--- src/rtl/pe_mac_acc.sv ---
// MAC column: per-lane signed multiply, adder tree, then a saturating output-stationary accumulator over a first..last window.
// Latency: a beat sampled at edge N with last set shows o_valid after edge N+3, plus one cycle per stalled cycle.
// Backpressure: i_stall freezes every stage; o_valid is forced low while stalled and results are emitted exactly once.
module pe_mac_acc #(
    parameter int DATA_WIDTH = 8,
    parameter int COLUMN_NUM = 6,
    parameter int OUT_WIDTH  = 2*DATA_WIDTH,
    parameter int SUM_WIDTH  = OUT_WIDTH + $clog2(COLUMN_NUM),
    parameter int ACC_WIDTH  = 24,
    parameter int CNT_WIDTH  = $clog2(COLUMN_NUM+1)
) (
    input  logic                           i_clk,
    input  logic                           i_rst_n,
    input  logic                           i_stall,
    input  logic                           i_valid,
    input  logic                           i_first,
    input  logic                           i_last,
    input  logic [CNT_WIDTH-1:0]           i_lane_cnt,
    input  logic [DATA_WIDTH*COLUMN_NUM-1:0] i_img_column,
    input  logic [DATA_WIDTH*COLUMN_NUM-1:0] i_wgt_column,
    output logic                           o_valid,
    output logic [ACC_WIDTH-1:0]           o_acc,
    output logic                           o_sat
);

    // Wide enough for acc+sum even when a single lane-sum exceeds the accumulator range.
    localparam int EXT_WIDTH = ((ACC_WIDTH > SUM_WIDTH) ? ACC_WIDTH : SUM_WIDTH) + 1;
    localparam logic signed [EXT_WIDTH-1:0] ACC_MAX =
        {{(EXT_WIDTH-ACC_WIDTH+1){1'b0}}, {(ACC_WIDTH-1){1'b1}}};
    localparam logic signed [EXT_WIDTH-1:0] ACC_MIN =
        {{(EXT_WIDTH-ACC_WIDTH+1){1'b1}}, {(ACC_WIDTH-1){1'b0}}};

    typedef enum logic {IDLE, ACCUM} state_t;

    // S1: masked per-lane products
    logic signed [OUT_WIDTH-1:0] prod_d [COLUMN_NUM];
    logic signed [OUT_WIDTH-1:0] prod_q [COLUMN_NUM];
    logic                        v1_q, f1_q, l1_q;

    always_comb begin
        for (int i = 0; i < COLUMN_NUM; i++) begin
            prod_d[i] = '0;
            if (i_lane_cnt > CNT_WIDTH'(i)) begin
                prod_d[i] = $signed(i_img_column[i*DATA_WIDTH +: DATA_WIDTH]) *
                            $signed(i_wgt_column[i*DATA_WIDTH +: DATA_WIDTH]);
            end
        end
    end

    always_ff @(posedge i_clk or negedge i_rst_n) begin
        if (!i_rst_n) begin
            for (int i = 0; i < COLUMN_NUM; i++) prod_q[i] <= '0;
            v1_q <= 1'b0;
            f1_q <= 1'b0;
            l1_q <= 1'b0;
        end else if (!i_stall) begin
            prod_q <= prod_d;
            v1_q   <= i_valid;
            f1_q   <= i_first;
            l1_q   <= i_last;
        end
    end

    // S2: sign-extended adder tree
    logic signed [SUM_WIDTH-1:0] sum_d, sum_q;
    logic                        v2_q, f2_q, l2_q;

    always_comb begin
        sum_d = '0;
        for (int i = 0; i < COLUMN_NUM; i++) begin
            sum_d = sum_d + SUM_WIDTH'(prod_q[i]);
        end
    end

    always_ff @(posedge i_clk or negedge i_rst_n) begin
        if (!i_rst_n) begin
            sum_q <= '0;
            v2_q  <= 1'b0;
            f2_q  <= 1'b0;
            l2_q  <= 1'b0;
        end else if (!i_stall) begin
            sum_q <= sum_d;
            v2_q  <= v1_q;
            f2_q  <= f1_q;
            l2_q  <= l1_q;
        end
    end

    // S3: accumulator FSM
    state_t                      state_q, state_d;
    logic signed [ACC_WIDTH-1:0] acc_q, acc_d;
    logic                        sat_q, sat_d;
    logic                        emit_q, emit_d;
    logic                        restart;
    logic signed [EXT_WIDTH-1:0] total;
    logic signed [EXT_WIDTH-1:0] clamped;
    logic                        hit;

    always_comb begin
        restart = (state_q == IDLE) || f2_q;
        total   = (restart ? '0 : EXT_WIDTH'(acc_q)) + EXT_WIDTH'(sum_q);
        clamped = total;
        hit     = 1'b0;
        if (total > ACC_MAX) begin
            clamped = ACC_MAX;
            hit     = 1'b1;
        end else if (total < ACC_MIN) begin
            clamped = ACC_MIN;
            hit     = 1'b1;
        end

        state_d = state_q;
        acc_d   = acc_q;
        sat_d   = sat_q;
        emit_d  = 1'b0;
        if (v2_q) begin
            acc_d   = clamped[ACC_WIDTH-1:0];
            sat_d   = (restart ? 1'b0 : sat_q) | hit;
            emit_d  = l2_q;
            state_d = l2_q ? IDLE : ACCUM;
        end
    end

    always_ff @(posedge i_clk or negedge i_rst_n) begin
        if (!i_rst_n) begin
            state_q <= IDLE;
            acc_q   <= '0;
            sat_q   <= 1'b0;
            emit_q  <= 1'b0;
        end else if (!i_stall) begin
            state_q <= state_d;
            acc_q   <= acc_d;
            sat_q   <= sat_d;
            emit_q  <= emit_d;
        end
    end

    // Output register: strobe consumed once, held low across stalls
    logic                 o_valid_q;
    logic [ACC_WIDTH-1:0] o_acc_q;
    logic                 o_sat_q;

    always_ff @(posedge i_clk or negedge i_rst_n) begin
        if (!i_rst_n) begin
            o_valid_q <= 1'b0;
            o_acc_q   <= '0;
            o_sat_q   <= 1'b0;
        end else begin
            o_valid_q <= emit_q & ~i_stall;
            if (emit_q && !i_stall) begin
                o_acc_q <= acc_q;
                o_sat_q <= sat_q;
            end
        end
    end

    assign o_valid = o_valid_q;
    assign o_acc   = o_acc_q;
    assign o_sat   = o_sat_q;

endmodule
--- config.mk ---
export PLATFORM = sky130hd
export DESIGN_NAME = pe_mac_acc
export DESIGN_NICKNAME = d
export VERILOG_FILES = /design/src/rtl/pe_mac_acc.sv
export SDC_FILE = /design/constraint.sdc
export NUM_CORES = 1
export LEC_CHECK = 0
export ABC_AREA = 0
export CAP_MARGIN = 20
export CORE_MARGIN = 2
export CORE_UTILIZATION = 63
export DETAILED_ROUTE_END_ITERATION = 16
export PLACE_DENSITY = 0.86
export SYNTH_ARGS = -nofsm -noshare
export SYNTH_HDL_FRONTEND = slang
export SYNTH_SLANG_ARGS = --single-unit
--- constraint.sdc ---
create_clock -name i_clk -period 5.2 [get_ports i_clk]
set_clock_uncertainty 0.1 [all_clocks]
set_input_delay 1.04 -clock i_clk [delete_from_list [all_inputs] [get_ports i_clk]]
set_output_delay 1.04 -clock i_clk [all_outputs]
set_load 0.05 [all_outputs]
==> out/metrics.cfg <==
[hold_path]
hold_path.class = reg2reg

[logic_synthesis]
synth_edf_count = 0
ys_ff_latch = 174
synthesis.nets = 3306
yosys-top-cells-area = fa_1, dfrtp_1, ha_1, inv_1, and2_1
synth_flop_cell = dfrtp_1
avgSynthCellArea_um2 = 9.557
netlist_top_cells_count = inv_1, fa_1, and2_1, nand2_1, ha_1
synth.top_cell.area_share = 0.3212
synth.most_common_cell = inv_1
yosysWarnings = 0
syn_inst = 2589
synth_largest_area_cell = fa_1
synth_area_um2 = 24740
synth_seq_area_share = 0.1760
synthArstFlopShare = 1.000
synth.distinct_cells = 73

[power]
power_mw = 19.58
power.density_nw_per_um2 = 651.0
irDropWorstVdd_v = 0.0007914
p_leak_nw = 15.61

[timing]
drv_slew = 0
worst_slew_pin_slew_ns = 0.8956
setup_ws_ns = 0.04174
slew_headroom = 0.4029
clock.fmax_ghz = 0.1939
period_minus_slack_ns = 5.158
period_share = 0.9920
final_hold_viol_count = 0
hold_slack_ns = 0.3798
setup-violations-final = 0

[finish]
area_growth_pct = 21.58
filler_cell_count = 2375
final_nets = 3734
fin_util = 0.7766
drive_gt1_frac = 0.1661

[die]
die_area_um2 = 40870
io_pins = 131
fp.dieW_um = 202.2
initial_utilization = 0.6387
core_um2 = 38740
die_h_um = 202.2
rows = 72

[routing]
drt-total-wl_um = 62510
first_iter_violations = 1167
wl_per_cell_um = 17.62
viasPerCell = 5.547
drc = 0
via_count = 19680
drtAntennaViolNets = 0
dr.pass1.iters = 5

[placement]
dp_slack_ns = -0.6213
dp_hpwl_um = 51050
place_congestion = 0.9565
numPortBuffers = 130

[clocking]
cts-htree-levels = 4
cts_buffer_depth = 2
cts_sinks = 174
insertion_delay_ns = 0.44
cts_buffers = 17
cts_tree = built
cts-root-buf = clkbuf_16
cts.reportedPaths.clkPinSlew_ns = 0.07

[worst_setup_path]
path_class = in2reg
cp-start-kind = input pin
crit_arrival_ns = 5.37
endpoint_kind = register
critical_path_required_ns = 5.42
path_max_fanout = 4

[run_status]
status = finished, final reports clean

[flow_run]
drv_cap = 0

[global_routing]
grt_overflow = 0
antenna_found_initial = 0
grt_max_degree = 100
grt_pass1_vias = 21660
grt_usage = 0.3106
grt_pass1_wl_um = 102800

## cells by family (layout without fill, tap and decap cells)
family                   count (synthesis)  in the layout  share of synthesized area
buffers and inverters                  613           1053                    0.09386
flip-flops                             174            174                     0.1760
AND/OR/NAND/NOR                        649            649                     0.1327
adder cells (fa/ha/maj)                623            623                     0.4349
XOR/XNOR                               128            128                    0.04531
AO/OA/AOI/OAI                          364            364                     0.1001
other                                    0              1                          0
multiplexers                            38             38                    0.01704
## critical path: stages
cell and delay, ns:
clkdlybuf4s50_1 0.56, nand2_1 0.12, fa_1 0.45, fa_1 0.48, inv_1 0.05, ha_1 0.28, inv_1 0.06, fa_1 0.53
inv_1 0.08, ha_1 0.32, a21o_1 0.20, a21oi_2 0.19, o21bai_2 0.14, a31oi_4 0.19, o21ai_2 0.10, o41ai_2 0.30
xnor2_1 0.19, o21ai_0 0.10
## power by group
part           internal [mW]  total (mW)  switching, mW  leakage (nW)
clock network          0.646        1.24          0.593         0.259
registers               1.93        2.43          0.504          2.20
logic                   7.27        15.9           8.64          13.2
## worst paths after layout
kind                                     endpoint  cells past startpoint  slack [ns]                   start
min reg2reg                   state_q$_DFFE_PN0P_                      2        0.38     state_q$_DFFE_PN0P_
max                        prod_q[95]$_DFFE_PN0N_                     18        0.04         i_img_column[2]
max in group asynchronous  prod_q[10]$_DFFE_PN0N_                      2        3.31                 i_rst_n
min                           state_q$_DFFE_PN0P_                      2        0.38     state_q$_DFFE_PN0P_
min in group asynchronous   acc_q[21]$_DFFE_PN0P_                      1        0.62                 i_rst_n
max reg2reg                 sum_q[18]$_DFFE_PN0N_                     16        0.63  prod_q[50]$_DFFE_PN0N_
## state kept, by name, summed over array words and instances, names as in the netlist, 19 cells and up
name	flops
prod_q	96
o_acc	24
acc_q	24
sum_q	19
## metrics by stage
stage	instances	TNS [ns]	instance area, um^2
after floorplan	2589	0	24740
final	3548	0	30080
after detailed placement	3511	-13.75	28910
after global routing	3547	-0.8076	30080
after global placement	3510	-8.760	28900
after CTS	3542	-0.0005755	29530
## layout make-up
class                      instances  area, um^2  area share
antenna                            1       2.502  0.00008318
tap                              518       648.1     0.02154
multi-input combinational       1802       18480      0.6141
clock inverter                    12       108.9    0.003619
sequential                       174        4354      0.1447
timing repair buffer             451        3897      0.1296
clock buffer                      19       452.9     0.01506
inverter                         571        2143     0.07125
## what timing repair did
item / 4_1_cts / 5_1_grt
setup endpoints to repair: 15 / 29
resized for setup: 20 / 136
hold buffers: 0 / 0
pin swaps: 4 / 44
setup buffers: 0 / 4
## metal layers
layer / global-route usage / vias up / routed length, um
li1: - / 8948 / -
met1: 0.3834 / 9877 / 24120
met2: 0.5673 / 678 / 33010
met3: 0.03579 / 178 / 3078
met4: 0.1043 / 0 / 2302
met5: 0 / - / 0
## cells in the final DEF, fill, tap and decap left out, types with 19 or more instances in the layout
cell / n
and2_1: 232
buf_4: 312
nand3_1: 20
a22o_1: 27
clkdlybuf4s50_1: 73
xor2_1: 34
nor2_1: 69
o21bai_1: 21
dfrtp_1: 174
inv_1: 565
mux2_2: 33
ha_1: 205
nand2_1: 234
xnor2_1: 94
a21oi_2: 19
a21oi_1: 54
dlymetal6s2s_1: 51
a21o_1: 34
o21ai_0: 93
fa_1: 387
Power figures use the tool's default switching activity.
